## config.mk

```make
export PLATFORM = sky130hd
export DESIGN_NAME = mem_port_arbiter
export DESIGN_NICKNAME = d
export VERILOG_FILES = /design/src/rtl/mem_port_arbiter.sv
export SDC_FILE = /design/constraint.sdc
export NUM_CORES = 1
export LEC_CHECK = 0
export CORE_ASPECT_RATIO = 0.8
export CORE_MARGIN = 1
export CORE_UTILIZATION = 37
export DETAILED_ROUTE_END_ITERATION = 8
export GPL_TIMING_DRIVEN = 1
export PLACE_DENSITY = 0.78
export SYNTH_ARGS = -nofsm -noshare
export SYNTH_HDL_FRONTEND = slang
export SYNTH_SLANG_ARGS = --single-unit
```

## constraint.sdc

```tcl
create_clock -name clk -period 2.2 [get_ports clk]
set_input_delay 0.44 -clock clk [delete_from_list [all_inputs] [get_ports clk]]
set_output_delay 0.44 -clock clk [all_outputs]
set_load 0.01 [all_outputs]
```

## src/rtl/mem_port_arbiter.sv

```systemverilog
// Serializes instruction-fetch and load/store requests onto the single memory port.
// Each access takes three cycles: accept (IDLE), drive the memory (ACCESS), report completion (DONE).
module mem_port_arbiter #(
    parameter int ADDR_W = 6,
    parameter int DATA_W = 32,
    parameter int DEPTH  = 32
) (
    input  logic              clk,
    input  logic              reset,
    input  logic              f_req,
    input  logic [ADDR_W-1:0] f_addr,
    input  logic              d_req,
    input  logic              d_we,
    input  logic [ADDR_W-1:0] d_addr,
    input  logic [DATA_W-1:0] d_wdata,
    output logic [DATA_W-1:0] rdata,
    output logic              f_done,
    output logic              d_done,
    output logic              err,
    output logic              busy,
    output logic [ADDR_W-1:0] mem_addr,
    output logic [DATA_W-1:0] mem_wdata,
    output logic              mem_write,
    input  logic [DATA_W-1:0] mem_rdata
);

    typedef enum logic [1:0] {IDLE, ACCESS, DONE} state_t;

    localparam logic OWNER_FETCH = 1'b0;
    localparam logic OWNER_DATA  = 1'b1;
    localparam logic [ADDR_W:0] DEPTH_LIM = (ADDR_W+1)'(DEPTH);

    state_t              state_reg, state_next;
    logic                owner_reg, owner_next;
    logic                last_owner_reg, last_owner_next;
    logic                we_reg, we_next;
    logic                oor_reg, oor_next;
    logic [ADDR_W-1:0]   addr_reg, addr_next;
    logic [DATA_W-1:0]   wdata_reg, wdata_next;
    logic [DATA_W-1:0]   rdata_reg, rdata_next;
    logic                grant_data;
    logic [ADDR_W-1:0]   sel_addr;
    logic [1:0]          done_vec;

    always_ff @(posedge clk or posedge reset) begin
        if (reset) begin
            state_reg      <= IDLE;
            owner_reg      <= OWNER_FETCH;
            last_owner_reg <= OWNER_DATA;
            we_reg         <= 1'b0;
            oor_reg        <= 1'b0;
            addr_reg       <= '0;
            wdata_reg      <= '0;
            rdata_reg      <= '0;
        end else begin
            state_reg      <= state_next;
            owner_reg      <= owner_next;
            last_owner_reg <= last_owner_next;
            we_reg         <= we_next;
            oor_reg        <= oor_next;
            addr_reg       <= addr_next;
            wdata_reg      <= wdata_next;
            rdata_reg      <= rdata_next;
        end
    end

    // On a tie, data wins only if fetch was the last one served.
    assign grant_data = d_req && (!f_req || (last_owner_reg == OWNER_FETCH));
    assign sel_addr   = grant_data ? d_addr : f_addr;

    always_comb begin
        state_next      = state_reg;
        owner_next      = owner_reg;
        last_owner_next = last_owner_reg;
        we_next         = we_reg;
        oor_next        = oor_reg;
        addr_next       = addr_reg;
        wdata_next      = wdata_reg;
        rdata_next      = rdata_reg;
        case (state_reg)
            IDLE: begin
                if (f_req || d_req) begin
                    owner_next      = grant_data ? OWNER_DATA : OWNER_FETCH;
                    last_owner_next = grant_data ? OWNER_DATA : OWNER_FETCH;
                    addr_next       = sel_addr;
                    we_next         = grant_data && d_we;
                    wdata_next      = grant_data ? d_wdata : '0;
                    oor_next        = ({1'b0, sel_addr} >= DEPTH_LIM);
                    state_next      = ACCESS;
                end
            end
            ACCESS: begin
                rdata_next = oor_reg ? '0 : mem_rdata;
                state_next = DONE;
            end
            DONE:    state_next = IDLE;
            default: state_next = IDLE;
        endcase
    end

    // Port outputs decode straight from state so an async reset drops mem_write at once.
    assign busy      = (state_reg != IDLE);
    assign mem_addr  = busy ? addr_reg : '0;
    assign mem_wdata = busy ? wdata_reg : '0;
    assign mem_write = (state_reg == ACCESS) && we_reg && !oor_reg;
    assign err       = (state_reg == DONE) && oor_reg;
    assign rdata     = rdata_reg;

    generate
        for (genvar gi = 0; gi < 2; gi++) begin : g_done
            assign done_vec[gi] = (state_reg == DONE) && (owner_reg == 1'(gi));
        end
    endgenerate

    assign f_done = done_vec[0];
    assign d_done = done_vec[1];

endmodule

```

Word level (Yosys, flattened, before mapping)
Index checks and enable logic that the tools add are counted.
- logic and storage cells: 36
- register bits: 76
- input port bits: 81
- reductions and logical operators: 14
- eq/ne operators: 3
- magnitude comparators: 1
- bitwise gates (word level): 2
- multiplexer cells: 8
- operators by type and width (operator ; number):
    $mux 32 ; 3
    $mux 6 ; 2
    $logic_and 1x1->1 ; 7
    $ge 6x6->1 const B ; 1
    $pmux 2 s2 ; 1
    $eq 2x1->1 const B ; 1
    $eq 2x2->1 const B ; 1
    $logic_not 1->1 ; 2
    $logic_not 2->1 ; 1
    $logic_or 1x1->1 ; 2
    $mux 2 ; 1
    $ne 2x2->1 const B ; 1
    $not 1->1 ; 2
    $reduce_and 2->1 ; 1
    $reduce_bool 2->1 ; 1
    $mux 1 ; 1

Longest topological paths before layout
- word-level depth: 5
- gate-level depth with buffers: 5

Worst setup path after synthesis
No wires, ideal clock.
- path type: reg-to-output
- start: reg state_reg[1]
- end: out mem_write
- arrival time: 1.148 ns
- path buffers: 2
- stages on the path, launching flop included: 5
- slack: 0.612 ns
- cell sequence: dfrtp_1 -> nand2b_2 -> buf_6 -> buf_6 -> nor3b_2
- cells in the longest elaborated chain, start to end: 3
- RTL lines (element ; RTL line ; text):
    from (decl) ; 33 ; state_t state_reg, state_next;
    from (signal assigned) ; 56 ; state_reg <= state_next;
    $eq 2x1->1 ; 105 ; assign mem_write = (state_reg == ACCESS) && we_reg && !oor_reg;
    $logic_and 1x1->1 (2 in series) ; 105 ;
    to (decl) ; 23 ; output logic mem_write,
Every way passes these cells.

Worst setup path in the final report
- start: reg state_reg[1]
- end: out mem_addr[2]
- cells in the longest elaborated chain, start to end: 2
- RTL lines (element ; RTL line ; text):
    $reduce_bool 2->1 ; 102 ; assign busy = (state_reg != IDLE);
    $mux 6 ; 103 ; assign mem_addr = busy ? addr_reg : '0;
    to (decl) ; 21 ; output logic [ADDR_W-1:0] mem_addr,
Every way passes these cells.

==> results.md <==
Logic synthesis:
- The number of instances in the synthesized netlist is 304.
- In this run the cell area of the synthesized design comes to 0.00333 sq mm.
- For this run, the register share of the synthesized area comes to 0.563.
- The flip-flop and latch count after synthesis is 75.
- The mean area per synthesized cell is 11.0 sq um.
- The net count after synthesis is 385.
- Yosys printed 0 warnings.
- Counting distinct cell types in the post-synthesis netlist gives 29.

CTS:
- Clock latency on the worst-skew pair, taken at its later pin, is 0.34 ns.
- The TritonCTS clock tree is built.
- The H-tree was split into 3 levels.
- The clock root buffer master is sky130_fd_sc_hd__clkbuf_8.
- The tree built by TritonCTS fans out to 75 sinks.
- The CTS buffer count is 9.
- The cts-stage hold buffer count is 0.
- Clock-pin slew was measured on the worst setup and hold paths at 0.07 ns.
- Counting along the longest clock path gives a buffer depth of 2.

Setup path:
- The delay of the slowest cell on the worst path is 0.54 ns.
- The worst reg2reg path startpoint is state_reg[0]$_DFFE_PP0P_.
- The maximum fanout count along the critical path is 40.
- The kind of end point of the critical path is a primary output.
- At the worst endpoint, the required time is around 1.8 ns.
- By startpoint and endpoint, the worst setup path is classified as reg2out.
- Traced cell by cell, the critical path runs through nor2_8 > inv_8 > and2_1 > clkdlybuf4s50_1.
- The worst path arrival time is 1.73 ns.
- The most critical setup path has its startpoint at state_reg[1]$_DFFE_PP0P_.
- The critical-path cell with the highest stage delay is sky130_fd_sc_hd__clkdlybuf4s50_1.
- The cell type group with the largest total delay on the critical path is buffers and inverters.
- STA classifies the critical path startpoint as a flop.
- The worst path buffer plus inverter count is 2.

Min path:
- The startpoint identified for the worst hold timing path is rdata[28]$_DFFE_PP0N_.
- The path class of the lowest-slack min-delay path is reg2reg.

Final layout:
- Summing all flip-flop and latch instances after layout gives roughly 0.0019 sq mm.
- The count of cells in the finished layout, fillers not included, comes to 571.
- The total number of nets in the final design is 536.
- After routing the design area is ~0.005 sq mm.
- The share of cells above drive strength 1 is 0.0697.
- The relative area change from synthesis to final layout is 53.9%.
- Fill cells in the final layout number 755.
- The number of antenna diodes in the final layout is 0.
- At the end of the flow the core is filled with cells to 0.597.
- Summing all multi-input logic gate instances after layout gives about 0.0013 sq mm.

Global routing:
- The wire length of the first global-routing pass is 13.6 mm.
- Summed over all layers, the global routing overflow is 0.
- The number of antenna violations at the first check in global routing is 0.
- The maximum number of pins on one net before global-route repair is 76.
- The global-route usage over all layers is 0.190.
- The via count of the first global-routing pass is 2782.

Placed design:
- Port buffering added 155 buffers.
- Routability-driven placement finished with a final weighted congestion of approximately 0.75.
- The standard cell area after detailed placement is 0.00489 sq mm.
- Including well taps, the total number of placed cells is 554.
- The post-DP HPWL is 5.96 mm.

Floorplanning:
- The floorplan step defined a die boundary enclosing 0.00939 sq mm.
- The placeable core area is 0.00860 sq mm.
- During I/O placement, the number of pins put on the boundary was 156.
- The number of cell rows is 30.
- The die boundary height is between 80 and 90 um.
- The effective utilization at floorplan is 0.388.
- The overall die width is 108 um.

STA:
- Setup repair after global routing could not meet its margin everywhere.
- The post-route clock period utilization is 0.985.
- For the pin with the worst max-slew slack, the measured transition is 0.555 ns.
- The tightest hold path in the finished design has a slack of 0.485 ns.
- Setup violations remaining at the end of the flow were counted as 0.
- The total negative slack is 0 ns.
- The number of max-slew violations in the final report was 0.
- The maximum clock skew at final layout is 0.0105 ns.
- After layout, the minimum clock period comes to 2.17 ns.
- The number of endpoints with negative hold slack in the final report came to 0.
- The worst pin sits at a relative slew slack of 0.630.
- Based on the critical path, the design can be clocked at up to 462 MHz.

Power and ir drop:
- The power density of the placed cells is 1370 mW/mm^2.
- Across the VDD grid, the largest voltage drop is 0.000623 V.
- The reported leakage power is 0.00223 uW.

Drt:
- The number of DRC markers in iteration 0 is 119.
- The post-detailed-route via-to-cell ratio is a little under 5.
- The routed layout has between 2000 and 3000 vias.
- The iteration count of the initial detailed-routing pass is 4.
- For this run, design rule violations remaining after detail routing come to 0.
- In this run the remaining antenna-violating nets after routing total 0.
- In the final routed layout, each cell accounts on average for 14.9 um.
- The total routed wirelength is around 8.5 mm.

Status:
- The flow ran to the end, and the final reports show no timing, DRC or antenna violations.

Flow run:
- The number of violations of the max-capacitance limit is 0.
worst register-to-register path: cells and delay by family (launching register included):
family | cells | cell delay (ns)
and+or+nand+nor | 1 | 0.08
AOI/OAI and AO/OA | 1 | 0.24
buffers and inverters | 2 | 0.63
DFF | 1 | 0.46
per-layer routing:
| metal | vias up | global-route usage | part of all wire |
|---|---|---|---|
| met5 | - | 0 | 0 |
| met4 | 0 | 0.0722 | 0.022 |
| met3 | 15 | 0.0531 | 0.066 |
| met2 | 106 | 0.312 | 0.48 |
| met1 | 1305 | 0.239 | 0.43 |
| li1 | 1331 | - | - |
cell usage after synthesis, drive strengths merged:
| cell type | count | area [sq um] |
|---|---|---|
| and2 | 38 | 238 |
| a21o | 2 | 15.0 |
| nor3b | 2 | 20.0 |
| a22o | 33 | 289 |
| nor2 | 2 | 40.0 |
| buf | 15 | 156 |
| inv | 4 | 17.5 |
| a21boi | 1 | 7.51 |
| nand2b | 33 | 209 |
| clkbuf | 6 | 25.0 |
| a21bo | 1 | 10.0 |
| or2 | 1 | 6.26 |
| a31oi | 6 | 37.5 |
| and3b | 2 | 17.5 |
| a21oi | 6 | 30.0 |
| o21ai | 32 | 160 |
| dfstp | 1 | 26.3 |
| nand2 | 45 | 176 |
| dfrtp | 74 | 1850 |
layout by cell type, fill, tap and decap left out, drive strengths merged, types with 3 or more instances in the layout:
cell	n
clkbuf	10
dfrtp	74
clkdlybuf4s50	153
and2	38
a31oi	6
inv	3
a22o	33
buf	6
a21oi	6
nand2	45
nand2b	33
o21ai	32
layout make-up:
cell class / instances / share of cell area
Clock buffer: 10 / 0.0268
Clock inverter: 5 / 0.0151
Inverter: 4 / 0.00512
Multi-Input combinational cell: 204 / 0.245
Sequential cell: 75 / 0.367
Tap cell: 112 / 0.0273
Timing Repair Buffer: 161 / 0.314
final timing paths:
check	end	cells past startpoint	slack, ns
min reg2reg	rdata[28]$_DFFE_PP0N_	2	0.48
max in group asynchronous	last_owner_reg$_DFFE_PP1P_	3	1.29
min in group asynchronous	rdata[28]$_DFFE_PP0N_	3	0.56
max reg2reg	rdata[17]$_DFFE_PP0N_	4	0.65
min	rdata[28]$_DFFE_PP0N_	2	0.48
max	mem_addr[2]	4	0.03
timing repair:
item                       4_1_cts  5_1_grt
hold endpoints to repair         0        0
buffers inserted                 1        1
resized for setup                5        1
setup endpoints to repair       40       38
pin swaps                        1        0
kinds of logic after synthesis:
kind of cell	synth area share
AND/OR/NAND/NOR	0.212
AO/OA/AOI/OAI	0.165
flip-flops	0.563
buffers and inverters	0.0597
per-stage QoR:
| stage | worst slack [ns] | total power, uW |
|---|---|---|
| after global placement | 0.164 | 5810 |
| final | 0.0336 | 7050 |
| after floorplan | 0.612 | 4380 |
| after global routing | -0.0663 | 7560 |
| after detailed placement | 0.142 | 5910 |
| after CTS | 0.00488 | 7130 |
where the power goes:
group,switching (uW),internal [uW]
clock network,481,659
logic,1600,1900
registers,370,2030
total,2450,4590
No activity file was read; power rests on OpenSTA's default activity.
